$ cat src/rtl/axi_ram_init_ctrl.sv
// Purpose: AXI4 master that fills main RAM with a fixed pattern using INCR bursts and optionally reads it back to verify it.
// Latency: busy one cycle after reset release; ideal-slave bursts take a few cycles more than BURST_BEATS; done/error assert the cycle after the final B/R handshake.
// Backpressure: one transaction outstanding; valids hold a stable payload until ready; outputs decode registered state only.
module axi_ram_init_ctrl #(
  parameter logic [31:0] RAM_SIZE     = 32'h10000,
  parameter int          BURST_BEATS  = 16,
  parameter int          ID_WIDTH     = 6,
  parameter logic [63:0] FILL_PATTERN = 64'h0,
  parameter bit          VERIFY       = 1'b1
) (
  input  logic                clk,
  input  logic                rstn,
  input  logic                i_start,
  output logic                o_busy,
  output logic                o_init_done,
  output logic                o_init_error,
  output logic [31:0]         o_err_addr,
  // write address channel
  output logic [ID_WIDTH-1:0] o_awid,
  output logic [31:0]         o_awaddr,
  output logic [7:0]          o_awlen,
  output logic [2:0]          o_awsize,
  output logic [1:0]          o_awburst,
  output logic                o_awvalid,
  input  logic                i_awready,
  // write data channel
  output logic [63:0]         o_wdata,
  output logic [7:0]          o_wstrb,
  output logic                o_wlast,
  output logic                o_wvalid,
  input  logic                i_wready,
  // write response channel
  input  logic [ID_WIDTH-1:0] i_bid,
  input  logic [1:0]          i_bresp,
  input  logic                i_bvalid,
  output logic                o_bready,
  // read address channel
  output logic [ID_WIDTH-1:0] o_arid,
  output logic [31:0]         o_araddr,
  output logic [7:0]          o_arlen,
  output logic [2:0]          o_arsize,
  output logic [1:0]          o_arburst,
  output logic                o_arvalid,
  input  logic                i_arready,
  // read data channel
  input  logic [ID_WIDTH-1:0] i_rid,
  input  logic [63:0]         i_rdata,
  input  logic [1:0]          i_rresp,
  input  logic                i_rlast,
  input  logic                i_rvalid,
  output logic                o_rready
);

  localparam logic [31:0] BURST_BYTES = 32'(BURST_BEATS * 8);
  localparam logic [8:0]  LAST_BEAT   = 9'(BURST_BEATS - 1);

  typedef enum logic [2:0] {
    S_IDLE,
    S_WAW,
    S_WDAT,
    S_WRSP,
    S_RAR,
    S_RDAT,
    S_DONE
  } state_t;

  state_t      state, state_n;
  logic [31:0] addr, addr_n;
  logic [8:0]  beat, beat_n;
  logic        err_flag, err_flag_n;
  logic [31:0] err_addr, err_addr_n;

  logic [31:0] next_addr;
  logic        wrap;
  logic        beat_bad;

  // Only one transaction is ever in flight, so response IDs carry no information.
  logic unused_ids;
  assign unused_ids = ^{i_bid, i_rid};

  assign next_addr = addr + BURST_BYTES;
  assign wrap      = (next_addr == RAM_SIZE);
  assign beat_bad  = (i_rresp != 2'b00) || (i_rdata != FILL_PATTERN);

  // State and datapath registers; reset kills any burst in flight without draining.
  always_ff @(posedge clk or negedge rstn) begin
    if (!rstn) begin
      state    <= S_IDLE;
      addr     <= '0;
      beat     <= '0;
      err_flag <= 1'b0;
      err_addr <= '0;
    end else begin
      state    <= state_n;
      addr     <= addr_n;
      beat     <= beat_n;
      err_flag <= err_flag_n;
      err_addr <= err_addr_n;
    end
  end

  // Next-state sequencing: fill pass, optional verify pass, then park in DONE.
  always_comb begin
    state_n    = state;
    addr_n     = addr;
    beat_n     = beat;
    err_flag_n = err_flag;
    err_addr_n = err_addr;
    case (state)
      S_IDLE: begin
        addr_n  = '0;
        beat_n  = '0;
        state_n = S_WAW;
      end
      S_WAW: begin
        if (i_awready) state_n = S_WDAT;
      end
      S_WDAT: begin
        if (i_wready) begin
          if (beat == LAST_BEAT) begin
            beat_n  = '0;
            state_n = S_WRSP;
          end else begin
            beat_n = beat + 9'd1;
          end
        end
      end
      S_WRSP: begin
        if (i_bvalid) begin
          if (i_bresp != 2'b00) begin
            err_flag_n = 1'b1;
            err_addr_n = addr;
            state_n    = S_DONE;
          end else if (wrap) begin
            addr_n  = '0;
            state_n = VERIFY ? S_RAR : S_DONE;
          end else begin
            addr_n  = next_addr;
            state_n = S_WAW;
          end
        end
      end
      S_RAR: begin
        if (i_arready) state_n = S_RDAT;
      end
      S_RDAT: begin
        if (i_rvalid) begin
          // Only the first bad beat is reported; later beats are drained to rlast.
          if (beat_bad && !err_flag) begin
            err_flag_n = 1'b1;
            err_addr_n = addr + {20'd0, beat, 3'b000};
          end
          beat_n = beat + 9'd1;
          if (i_rlast) begin
            beat_n = '0;
            if (err_flag || beat_bad) begin
              state_n = S_DONE;
            end else if (wrap) begin
              addr_n  = '0;
              state_n = S_DONE;
            end else begin
              addr_n  = next_addr;
              state_n = S_RAR;
            end
          end
        end
      end
      S_DONE: begin
        if (i_start) begin
          err_flag_n = 1'b0;
          err_addr_n = '0;
          addr_n     = '0;
          beat_n     = '0;
          state_n    = S_WAW;
        end
      end
      default: state_n = S_IDLE;
    endcase
  end

  // Channel strobes and status decoded purely from registered state.
  always_comb begin
    o_awvalid   = 1'b0;
    o_wvalid    = 1'b0;
    o_bready    = 1'b0;
    o_arvalid   = 1'b0;
    o_rready    = 1'b0;
    o_busy      = 1'b1;
    o_init_done = 1'b0;
    case (state)
      S_IDLE: o_busy = 1'b0;
      S_WAW:  o_awvalid = 1'b1;
      S_WDAT: o_wvalid = 1'b1;
      S_WRSP: o_bready = 1'b1;
      S_RAR:  o_arvalid = 1'b1;
      S_RDAT: o_rready = 1'b1;
      S_DONE: begin
        o_busy      = 1'b0;
        o_init_done = 1'b1;
      end
      default: o_busy = 1'b0;
    endcase
  end

  assign o_init_error = o_init_done && err_flag;
  assign o_err_addr   = err_addr;

  assign o_awid    = '0;
  assign o_awaddr  = addr;
  assign o_awlen   = 8'(BURST_BEATS - 1);
  assign o_awsize  = 3'd3;
  assign o_awburst = 2'b01;

  assign o_wdata = FILL_PATTERN;
  assign o_wstrb = 8'hFF;
  assign o_wlast = (state == S_WDAT) && (beat == LAST_BEAT);

  assign o_arid    = '0;
  assign o_araddr  = addr;
  assign o_arlen   = 8'(BURST_BEATS - 1);
  assign o_arsize  = 3'd3;
  assign o_arburst = 2'b01;

endmodule

$ cat config.mk
export PLATFORM = sky130hd
export DESIGN_NAME = axi_ram_init_ctrl
export DESIGN_NICKNAME = d
export VERILOG_FILES = /design/src/rtl/axi_ram_init_ctrl.sv
export SDC_FILE = /design/constraint.sdc
export NUM_CORES = 1
export LEC_CHECK = 0
export ABC_CLOCK_PERIOD_IN_PS = 8200
export CAP_MARGIN = 10
export CORE_AREA = 4 4 114 116
export DETAILED_ROUTE_END_ITERATION = 8
export DIE_AREA = 0 0 118 120
export DONT_BUFFER_PORTS = 1
export GPL_ROUTABILITY_DRIVEN = 0
export SLEW_MARGIN = 5
export SYNTH_ARGS = -nofsm -noshare
export SYNTH_HDL_FRONTEND = slang
export SYNTH_SLANG_ARGS = --single-unit
$ cat constraint.sdc
create_clock -name clk -period 8.2 [get_ports clk]
set_clock_uncertainty 0.15 [all_clocks]
set_input_delay 0.82 -clock clk [delete_from_list [all_inputs] [get_ports clk]]
set_output_delay 0.82 -clock clk [all_outputs]
set_load 0.01 [all_outputs]
# ---- Yosys cells after proc, flatten, opt, wreduce, memory -nomap -nowiden
# Cells that the tools add are included.
dict set report word_totals {
  register_bits 77
  input_bits 89
  out_inout_bits 215
  wordCells 91
}
dict set report classes {
  addsub 3
  n_eq_ne 20
  n_mux 45
  n_reduce_logical 18
}
# op n
set ops {}
lappend ops {{32-bit 2-to-1 mux} 11}
lappend ops {{32-bit one-hot mux with 4 select lines} 1}
lappend ops {{32-bit one-hot mux with 3 select lines} 1}
lappend ops {{64-bit nonzero test} 1}
lappend ops {{9-bit 2-to-1 mux} 5}
lappend ops {{9-bit one-hot mux with 4 select lines} 1}
lappend ops {{32-bit by 12-bit adder with 32-bit output} 1}
lappend ops {{32-bit by 8-bit adder with 32-bit output (second input constant)} 1}
lappend ops {{32-bit by 17-bit equality test with 1-bit output (second input constant)} 1}
lappend ops {{3-bit 2-to-1 mux} 10}
lappend ops {{2-bit != test (second input constant)} 12}
lappend ops {{3-bit one-hot mux with 7 select lines} 1}
lappend ops {{1-bit 2-to-1 mux} 12}
lappend ops {{9-bit by 1-bit adder with 9-bit output (second input constant)} 1}
lappend ops {{3-bit equality test (second input constant)} 3}
lappend ops {{9-bit by 4-bit equality test with 1-bit output (second input constant)} 1}
lappend ops {{8-bit AND reduction} 1}
lappend ops {{4-bit nonzero test} 2}
lappend ops {{7-bit AND reduction} 1}
lappend ops {{3-bit by 2-bit equality test with 1-bit output (second input constant)} 2}
lappend ops {{6-bit AND reduction} 1}
lappend ops {{5-bit OR reduction} 1}
lappend ops {{2-bit 2-to-1 mux} 2}
lappend ops {{4-bit AND reduction} 1}
lappend ops {{other kinds (8)} 12}

# ---- Longest topological paths before layout
# Gate-level depths: netlist of run 1.
dict set report depth {
  word_depth 7
  mapped_depth 11
  mapped_depth_nobuf 9
}

# ---- Worst setup path after synthesis of run 1
# No wires, ideal clock.
dict set report synth_timing {
  kind {register to register}
  startpoint {register addr[8], in the netlist o_araddr[8]}
  endpoint {register addr[14], in the netlist o_araddr[14]}
  setup_ns 0.126
  arrival_ns 2.751
  required_time_ns 7.924
  path_slack_ns 5.173
  stages_incl_launch_ff 12
  n_path_buf 2
  synth_period_minus_slack_ns 3.027
  path_cell_list {dfrtp_1 -> ha_1 -> and4_1 -> clkbuf_1 -> nand2_1 -> or3_1 -> xnor2_1 -> nor4_1 -> a41o_1 -> or2_4 -> buf_6 -> o22ai_1}
}
dict set report synth_between {
  elab_chain_cells 7
  elab_cells_between_ends 9
  classes_between {add/sub: 1; eq/ne: 1; mux: 7}
}
# element line_no
set synth_rtl {}
lappend synth_rtl {{start: declaration} 68} ;# logic [31:0] addr, addr_n;
lappend synth_rtl {{start signal: assignment} 95} ;# addr <= addr_n;
lappend synth_rtl {{32-bit by 8-bit adder with 32-bit output (*)} 81} ;# assign next_addr = addr + BURST_BYTES;
lappend synth_rtl {{32-bit by 17-bit equality test with 1-bit output} 82} ;# assign wrap = (next_addr == RAM_SIZE);
lappend synth_rtl {{32-bit 2-to-1 mux (*)} {134, 158}}
lappend synth_rtl {{32-bit 2-to-1 mux} 156} ;# if (err_flag || beat_bad) begin
lappend synth_rtl {{32-bit 2-to-1 mux} 154} ;# if (i_rlast) begin
lappend synth_rtl {{32-bit 2-to-1 mux} 147} ;# if (i_rvalid) begin
lappend synth_rtl {{32-bit one-hot mux with 4 select lines (*)} 109} ;# case (state)
# Every way passes the cells marked *; elsewhere a longest branch is shown, timed or not. The select of a mux whose other input is x is not followed.
# A chain may end at the register's enable or synchronous reset.

# ---- Worst setup path after layout of run 1
dict set report layout_timing {
  startpoint {register addr[15], in the netlist o_araddr[15]}
  endpoint {register addr[18], in the netlist o_araddr[18]}
}
# Same word-level chain as after synthesis.

==> results of run 1 <==
## state kept, by name (all words and copies together), names as in the netlist
| signal | flops |
|---|---|
| state | 3 |
| err_flag | 1 |
| beat | 9 |
| o_araddr | 25 |
| o_err_addr | 29 |
## worst max-delay path, stage by stage (launching register included)
cell and delay, ns:
dfrtp_1 0.87, nand4_4 0.27, or4_1 0.72, o21ai_0 0.25, nand2_1 0.08, nor4_1 0.43
a41o_1 0.51, or2_4 0.36, o311ai_1 0.14
## synth_stat cells (5+ instances only)
cell / n
a21o_1: 6
a21oi_1: 20
a22oi_1: 5
a31oi_1: 7
and3_1: 12
and4_1: 5
buf_1: 5
buf_2: 6
buf_4: 154
clkbuf_1: 35
dfrtp_1: 67
ha_1: 7
inv_1: 10
mux2_2: 8
nand2_1: 77
nand2b_1: 6
nand3_1: 37
nand4_1: 20
nor2_1: 28
nor3_1: 17
nor4_1: 28
o211ai_1: 9
o21ai_0: 48
o31a_1: 9
o31ai_1: 6
or2_2: 5
or3_1: 8
or4_1: 6
xnor2_1: 7
xor2_1: 5
## routing by layer
layer,part of all wire,vias to the layer above
met5,0,-
met3,0.082,20
met2,0.51,250
met4,0.025,0
met1,0.38,2172
li1,-,2150
## cells by family (layout without fill, tap and decap cells)
logic type | Yosys count | in the layout | share of synthesized area
buf+inv | 211 | 26 | 0.241
mux | 12 | 12 | 0.0227
flops | 67 | 67 | 0.292
fa+ha+maj | 7 | 7 | 0.0153
other cells | 2 | 131 | 0.00131
xor+xnor | 12 | 12 | 0.0183
simple gates | 264 | 264 | 0.239
compound gates | 142 | 142 | 0.170
## cells in the final DEF, fill, tap and decap left out, types with 6 or more instances in the layout
cell / instances
a21o_1: 6
a21oi_1: 20
a31oi_1: 7
and3_1: 12
clkbuf_16: 9
conb_1: 127
dfrtp_1: 67
ha_1: 7
inv_1: 10
mux2_2: 8
nand2_1: 77
nand2b_1: 6
nand3_1: 37
nand4_1: 20
nor2_1: 28
nor3_1: 17
nor4_1: 28
o211ai_1: 9
o21ai_0: 48
o31a_1: 9
o31ai_1: 6
or3_1: 8
or4_1: 6
xnor2_1: 7
## metrics by stage
step,util,setup WS (ns),std cells,cell area (µm²)
3_3_place_gp,0.424,4.39,789,5050
5_1_grt,0.449,4.00,808,5350
6_report,0.449,4.26,808,5350
3_5_place_dp,0.424,4.38,789,5050
4_1_cts,0.449,4.33,804,5340
2_1_floorplan,-,5.17,842,6200
## path summary, 6_finish.rpt
path | slack [ns] | end | start | cells past startpoint
setup reg to reg | 4.26 | o_araddr[18]$_DFFE_PN0P_ | o_araddr[15]$_DFFE_PN0P_ | 8
hold reg to reg | 0.40 | beat[0]$_DFFE_PN0P_ | beat[0]$_DFFE_PN0P_ | 1
max in group asynchronous | 7.75 | o_araddr[8]$_DFFE_PN0P_ | rstn | 0
min in group clk | 0.40 | beat[0]$_DFFE_PN0P_ | beat[0]$_DFFE_PN0P_ | 1
setup / recovery | 4.26 | o_araddr[18]$_DFFE_PN0P_ | o_araddr[15]$_DFFE_PN0P_ | 8
hold / removal | 0.03 | o_araddr[28]$_DFFE_PN0P_ | rstn | 0
## power by group through the flow
stage	Sequential, W	Combinational, W	Clock [W]
after floorplan	0.000450	0.000538	0
after global placement	0.000541	0.000477	0
after detailed placement	0.000546	0.000487	0
after CTS	0.000538	0.000489	0.000395
after global routing	0.000555	0.000551	0.000407
final	0.000538	0.000492	0.000390
## cell type report
type / instances / area, µm²
tap: 147 / 184
clock buffer: 13 / 260
sequential: 67 / 1680
fill: 1182 / 6560
multi-input combinational: 564 / 3140
antenna: 4 / 10.0
clock inverter: 2 / 35.0
timing repair buffer: 1 / 7.51
inverter: 10 / 37.5
==> out/qor.yml, run 1 <==
logic_synthesis:
  ys_seq_area_frac: 0.292
  netlist_instances: 717
  avgSynthCellArea_um2: 8.00
  synth-seq-cells: 67
  synth_top_cell_area_share: 0.292
  ys_types: 60
  synthFlopType: "dfrtp_1"
  yosys.area.top_type: "dfrtp_1"
  async_reset_ff_frac: 1.00
  synth_edf_count: 0
  synth.area.top_cells: "dfrtp_1 29%, buf_4 20%, nand2_1 5.0%, o21ai_0 4.2%, nand3_1 3.2%"
  synth_warnings: 0
  synth_area_mm2: 0.00574
floorplan:
  die_h_um: 120
  rows: 40
  io_pins: 304
  initial_core_util: 0.482
  coreArea_mm2: 0.0119
  die_area_mm2: 0.0142
  dieWidth_um: 118
timing:
  tightestPinTransition_ns: 0.997
  slew_violations: 0
  tns_ns: 0
  hold_viol: 0
  rsz0062_at_grt: "false"
  fin_crit_sh: 0.481
  max_slew_margin: 0.333
  max_freq_ghz: 0.254
  setup_viol: 0
  period_needed_ns: 3.94
  hold-worst-slack_ns: 0.0346
route:
  drtIter0Drc: 283
  vias_per_cell: 5.68
  drt_wl_total_um: 15100
  ant_nets: 0
  wl_per_cell_um: 18.7
  drc: 0
  first_pass_iters: 5
  vias: 4592
power_and_ir_drop:
  clkPwrFrac: 0.275
  swShare: 0.445
  p_int_w: 0.000788
  power_frac_seq: 0.379
  irDropWorstVdd_mv: 0.243
  p_sw_w: 0.000632
  total_power_w: 0.00142
  p_leak_nw: 2.33
  comb_power_share: 0.346
  powerDensity_mw_per_mm2: 265
cts:
  cts_setup_buffers: 0
  cts_tree: "done"
  max-clock-path-buffers: 2
  clock-root-buffer: "clkbuf_16"
  clkTransAtPathRegs_ns: 0.06
  clk_latency_ns: 0.33
  cts-resized-gates: 0
  numCtsBuffers: 9
  cts_sinks: 67
  cts_hold_repair.buffers: 0
  htreeDepth: 3
run_status:
  status: "finished, final reports clean"
global_route:
  met2_usage: 0.356
  grt_overflow: 0
  grt_max_degree: 68
  top_usage_layer: "met2"
  grt_util_met3: 0.0547
  grt_use_total: 0.202
  grt_pass1_vias: 4254
  grt_first_pass_wirelength_um: 23000
  grt_util_met1: 0.234
  antenna_found_initial: 4
place:
  portBuffers: 0
  place_hpwl_um: 11200
worst_setup_path:
  cp_max_fo: 17
  cp.arrival_ns: 3.98
  worstPathRequired_ns: 8.24
  crit_path_end_kind: "flop"
  start_kind: "flop"
  setup.worst_path.class: "reg2reg"
cells_and_area:
  drive_above_1_share: 0.0548
  nNetsFinal: 749
  area_growth_pct: -6.65
run:
  cap_viol_max_count: 0
worst_hold_path:
  hold_class: "in2async"
Power figures use the tool's default switching activity.
==> run 2, diff against run 1 <==
--- a/config.mk
+++ b/config.mk
@@ -5,13 +5,15 @@
 export SDC_FILE = /design/constraint.sdc
 export NUM_CORES = 1
 export LEC_CHECK = 0
-export ABC_CLOCK_PERIOD_IN_PS = 8200
+export ABC_CLOCK_PERIOD_IN_PS = 3200
 export CAP_MARGIN = 10
-export CORE_AREA = 4 4 114 116
+export CORE_ASPECT_RATIO = 0.5
+export CORE_MARGIN = 4
+export CORE_UTILIZATION = 59
 export DETAILED_ROUTE_END_ITERATION = 8
-export DIE_AREA = 0 0 118 120
 export DONT_BUFFER_PORTS = 1
 export GPL_ROUTABILITY_DRIVEN = 0
+export PLACE_DENSITY = 0.78
 export SLEW_MARGIN = 5
 export SYNTH_ARGS = -nofsm -noshare
 export SYNTH_HDL_FRONTEND = slang
==> constraint.sdc (replaced) <==
create_clock -name clk -period 3.2 [get_ports clk]
set_clock_uncertainty 0.15 [all_clocks]
set_input_delay 0.32 -clock clk [delete_from_list [all_inputs] [get_ports clk]]
set_output_delay 0.32 -clock clk [all_outputs]
set_load 0.01 [all_outputs]
==> run 2 against run 1 <==
Sequential cell count stayed put. First-iteration DRC count is 73% higher. Power grew to 2.9 times the previous value. Hold slack better by 0.22 ns. Sequential power is 120% higher. Highest routed layer unchanged.
==> out/qor.yml, run 2 (synthesis results as in run 1) <==
worst_hold_path:
  min_from: "i_wready"
  min_to: "state[1]$_DFFE_PN0P_"
  whs_path_depth: 3
  hold_class: "in2reg"
place:
  dp_slack_ns: 0.108
  dp_cells: 839
  place_hpwl_um: 11900
  portBuffers: 0
global_route:
  antenna_found_initial: 0
  grt_max_degree: 68
  grt_overflow: 0
  grt_pass1_vias: 4602
  grt_use_total: 0.270
  grt_first_pass_wirelength_um: 24900
worst_setup_path:
  setup.worst_path.class: "reg2reg"
  cp_max_fo: 9
  cp_top_family: "simple AND/OR/NAND/NOR gates"
  startpoint: "o_araddr[16]$_DFFE_PN0P_"
  cp.arrival_ns: 3.14
  slowest_stage: "or4_1"
  reg2reg_setup_slack_ns: 0.13
  crit_path_end_kind: "flop"
  max_stage_delay_ns: 0.59
  cp_num_buf_inv: 1
  worstPathRequired_ns: 3.28
  start_kind: "flop"
  reg2reg_from: "o_araddr[16]$_DFFE_PN0P_"
  r2r.worst_path.cells: 9
  r2r-end: "o_araddr[16]$_DFFE_PN0P_"
  crit_chain: "nand4_1, or4_1, o21ai_0, nand2_1, nor4_2, a41o_1, buf_4, a2bb2oi_1, o31ai_2"
cts:
  clock-root-buffer: "clkbuf_16"
  cts_sinks: 67
  clk_latency_ns: 0.34
  htreeDepth: 3
  max-clock-path-buffers: 2
  cts_tree: "done"
  clkTransAtPathRegs_ns: 0.06
  numCtsBuffers: 9
route:
  ant_nets: 0
  vias_per_cell: 5.94
  drc: 0
  drtIter0Drc: 491
  vias: 5107
  first_pass_iters: 5
  drt_wl_total_um: 16200
  wl_per_cell_um: 18.8
timing:
  post-route-worst-setup-slack_ns: 0.133
  period_needed_ns: 3.07
  fin_crit_sh: 0.958
  tightestPinTransition_ns: 0.547
  slew_violations: 0
  hold_viol: 0
  max_freq_ghz: 0.326
  tns_ns: 0
  setup_viol: 0
  max_slew_margin: 0.633
floorplan:
  dieWidth_um: 147
  initial_core_util: 0.607
  die_h_um: 77.7
  rows: 25
  io_pins: 304
  die_area_mm2: 0.0115
  coreArea_mm2: 0.00945
cells_and_area:
  fin_cells: 860
  final_common_cell: "conb_1"
  drive_above_1_share: 0.150
  num_antenna_cells: 0
  final_core_util: 0.627
  largest_reg_flops: 29
  nNetsFinal: 816
  final_cell_mix: "127 x conb_1, 77 x nand2_1, 67 x dfrtp_1, 65 x buf_4, 48 x o21ai_0"
  area_growth_pct: 3.32
power_and_ir_drop:
  p_leak_nw: 2.71
  powerDensity_mw_per_mm2: 686
  p_sw_w: 0.00175
  swShare: 0.430
  clkPwrFrac: 0.271
  comb_power_share: 0.431
  power_frac_seq: 0.298
  p_int_w: 0.00232
  irDropWorstVdd_mv: 0.359
run:
  cap_viol_max_count: 0
run_status:
  status: "finished, final reports clean"
## run 2: metrics by stage
| step | hold WS, ns | instance area (µm²) | power (W) |
|---|---|---|---|
| floorplan | -0.126 | 6200 | 0.00253 |
| global placement | -0.123 | 5500 | 0.00282 |
| detailed placement | -0.122 | 5500 | 0.00287 |
| CTS | 0.233 | 5870 | 0.00401 |
| global route | 0.277 | 5930 | 0.00430 |
| finish | 0.257 | 5930 | 0.00407 |
## run 2: final cells by class
class	instances	area [µm²]
well taps	135	169
clock inverters	4	72.6
repair buffers	67	526
multi-input cells	565	3190
inverters	10	37.5
clock buffers	12	256
fillers	805	3520
flip-flops and latches	67	1680
## run 2: timing repair
action	CTS	global route
buffers inserted	0	2
setup endpoints to repair	0	18
gates resized for setup	0	7
hold buffers	2	0
endpoints found under the hold margin	67	0
## run 2: worst max-delay path by stage
stage | to | slack, ns | cells past startpoint
global placement | o_araddr[18]$_DFFE_PN0P_ | 0.27 | 9
floorplan | o_araddr[14]$_DFFE_PN0P_ | 0.17 | 11
finish | o_araddr[16]$_DFFE_PN0P_ | 0.13 | 9
global route | o_araddr[16]$_DFFE_PN0P_ | -0.03 | 9
detailed placement | o_araddr[18]$_DFFE_PN0P_ | 0.11 | 9
CTS | o_err_addr[31]$_DFFE_PN0P_ | 0.06 | 10
## run 2: routing by layer
metal  vias up  share of wire  wire length (µm)  global-route usage
li1       2297              -                 -                   -
met1      2438           0.41              6670               0.369
met2       338           0.46              7390               0.420
met3        34           0.11              1840              0.0840
met4         0          0.017               272              0.0678
met5         -              0                 0                   0
## run 2: tightest hold or removal path: cells and delay by family
| family | cells | cell delay [ns] |
|---|---|---|
| AO/OA/AOI/OAI | 2 | 0.20 |
| AND/OR/NAND/NOR | 1 | 0.18 |
## run 2: power groups by stage
stage / sequential, W / combinational [W] / clock [W]
4_1_cts: 0.00121 / 0.00169 / 0.00111
6_report: 0.00121 / 0.00175 / 0.00110
5_1_grt: 0.00123 / 0.00191 / 0.00116
2_1_floorplan: 0.00115 / 0.00138 / 0
3_5_place_dp: 0.00122 / 0.00165 / 0
3_3_place_gp: 0.00121 / 0.00161 / 0
==> run 3, diff against run 2 <==
==> config.mk (replaced) <==
export PLATFORM = sky130hd
export DESIGN_NAME = axi_ram_init_ctrl
export DESIGN_NICKNAME = d
export VERILOG_FILES = /design/src/rtl/axi_ram_init_ctrl.sv
export SDC_FILE = /design/constraint.sdc
export NUM_CORES = 1
export LEC_CHECK = 0
export ABC_CLOCK_PERIOD_IN_PS = 3400
export CAP_MARGIN = 10
export CORE_AREA = 4 4 114 116
export DETAILED_ROUTE_END_ITERATION = 8
export DIE_AREA = 0 0 118 120
export DONT_BUFFER_PORTS = 1
export GPL_ROUTABILITY_DRIVEN = 0
export SLEW_MARGIN = 5
export SYNTH_ARGS = -nofsm -noshare
export SYNTH_HDL_FRONTEND = slang
export SYNTH_SLANG_ARGS = --single-unit
==> constraint.sdc (replaced) <==
create_clock -name clk -period 3.4 [get_ports clk]
set_clock_uncertainty 0.15 [all_clocks]
set_input_delay 0.34 -clock clk [delete_from_list [all_inputs] [get_ports clk]]
set_output_delay 0.34 -clock clk [all_outputs]
set_load 0.01 [all_outputs]
==> run 3 against run 2 <==
Register-to-register slack better by 0.15 ns. Core utilization down 14 points. Clock power down 16%. Setup slack better by 0.15 ns. Routed wire length down 3.2%. Die area up 24%. Final cell count up 0.12%. Critical endpoint is now state[1]$_DFFE_PN0P_. Critical path type unchanged. Sequential cell count unchanged. Power down 11%. Global-route usage down 6.2 points.
==> out/qor.yml, run 3 (synthesis results as in run 1) <==
cts:
  clk_latency_ns: 0.34
  clkTransAtPathRegs_ns: 0.06
  max-clock-path-buffers: 2
  htreeDepth: 3
  clock-root-buffer: "clkbuf_16"
  cts_tree: "done"
  cts_sinks: 67
  numCtsBuffers: 9
floorplan:
  die_area_mm2: 0.0142
  coreArea_mm2: 0.0119
  io_pins: 304
  dieWidth_um: 118
  initial_core_util: 0.482
  die_h_um: 120
  rows: 40
route:
  drc: 0
  vias: 4806
  drt_wl_total_um: 15700
  wl_per_cell_um: 18.2
  ant_nets: 0
  drtIter0Drc: 276
  first_pass_iters: 6
  vias_per_cell: 5.58
cells_and_area:
  drive_above_1_share: 0.129
  final_cell_mix: "127 x conb_1, 77 x nand2_1, 67 x dfrtp_1, 52 x buf_4, 48 x o21ai_0"
  final_common_cell: "conb_1"
  nNetsFinal: 802
  final_core_util: 0.485
  largest_reg_flops: 29
  area_growth_pct: 0.720
  fin_area_mm2: 0.00578
place:
  place_hpwl_um: 12000
  placed_area_mm2: 0.00543
  dp_slack_ns: 0.315
  portBuffers: 0
global_route:
  grt_overflow: 0
  grt_max_degree: 68
  antenna_found_initial: 3
  grt_pass1_vias: 4407
  grt_first_pass_wirelength_um: 23400
  grt_use_total: 0.208
timing:
  period_needed_ns: 3.12
  tns_ns: 0
  max_freq_ghz: 0.321
  slew_violations: 0
  max_slew_margin: 0.503
  hold-worst-slack_ns: 0.235
  rsz0062_at_grt: "false"
  post-route-worst-setup-slack_ns: 0.280
  setup_viol: 0
  hold_viol: 0
  tightestPinTransition_ns: 0.746
  fin_crit_sh: 0.918
worst_setup_path:
  r2r-end: "state[1]$_DFFE_PN0P_"
  crit_path_end_kind: "flop"
  reg2reg_from: "o_araddr[17]$_DFFE_PN0P_"
  setup.worst_path.class: "reg2reg"
  r2r.worst_path.cells: 8
  start_kind: "flop"
  reg2reg_setup_slack_ns: 0.28
  worstPathRequired_ns: 3.52
  cp.arrival_ns: 3.24
  cp_max_fo: 12
worst_hold_path:
  whs_path_depth: 3
  hold_class: "in2reg"
  min_from: "i_wready"
  min_to: "state[1]$_DFFE_PN0P_"
power_and_ir_drop:
  p_leak_nw: 2.60
  powerDensity_mw_per_mm2: 624
  irDropWorstVdd_mv: 0.442
run:
  cap_viol_max_count: 0
run_status:
  status: "finished, final reports clean"
==> run 3: cell types whose count changed in the layout (fill, tap and decap cells not counted), sizes merged <==
cell / before / now
clkinv: 1 / 4
clkinvlp: 1 / 2
clkbuf: 12 / 9
buf: 66 / 53
diode: 0 / 3
bufinv: 2 / 1
or2: 7 / 6
==> run 3: what timing repair did <==
item | in CTS | in global routing
hold buffers | 2 | 0
hold endpoints to repair | 67 | 0
setup buffers | 0 | 0
gates resized for setup | 0 | 1
endpoints found under the setup margin | 0 | 2
==> run 3: how the worst max path moves through the flow <==
stage	start	endpoint	slack (ns)	cells after the start
after floorplan	o_araddr[8]$_DFFE_PN0P_	o_araddr[14]$_DFFE_PN0P_	0.37	11
after global placement	o_araddr[8]$_DFFE_PN0P_	state[1]$_DFFE_PN0P_	0.32	9
after CTS	o_araddr[8]$_DFFE_PN0P_	state[1]$_DFFE_PN0P_	0.29	9
final	o_araddr[17]$_DFFE_PN0P_	state[1]$_DFFE_PN0P_	0.28	8
after detailed placement	o_araddr[8]$_DFFE_PN0P_	state[1]$_DFFE_PN0P_	0.32	9
after global routing	o_araddr[8]$_DFFE_PN0P_	state[1]$_DFFE_PN0P_	0.05	9
==> run 3: metrics by stage <==
stage / std cells / total power, W
final: 861 / 0.00360
after global routing: 861 / 0.00383
after CTS: 858 / 0.00362
after detailed placement: 840 / 0.00266
after global placement: 840 / 0.00263
after floorplan: 842 / 0.00238
==> run 3: area by class of cell <==
cell class                      instances  area (µm²)
Fill cell                            1179        6130
Antenna cell                            3        7.51
Timing Repair Buffer                   54         428
Multi-Input combinational cell        564        3150
Tap cell                              147         184
Clock inverter                          7        68.8
Clock buffer                            9         225
Sequential cell                        67        1680
Inverter                               10        37.5
==> run 3: metal layers <==
layer  up-vias  track usage  part of all wire
met5         -            0                 0
met4         0       0.0952             0.027
met3        24       0.0410             0.075
met2       259        0.364              0.51
met1      2252        0.248              0.38
li1       2271            -                 -
==> run 3: critical path, stage by stage, from the launching register on <==
cell	delay, ns
dfrtp_1	0.55
nand4_1	0.18
or4_1	0.59
o21ai_0	0.25
nand2_1	0.09
nor4_1	0.39
nand4_1	0.29
a221o_1	0.42
a21oi_1	0.12
==> run 3: power breakdown <==
| group | internal (W) | switching [W] |
|---|---|---|
| logic | 0.000515 | 0.00104 |
| registers | 0.000928 | 0.000198 |
| clock network | 0.000564 | 0.000361 |
| total | 0.00201 | 0.00160 |
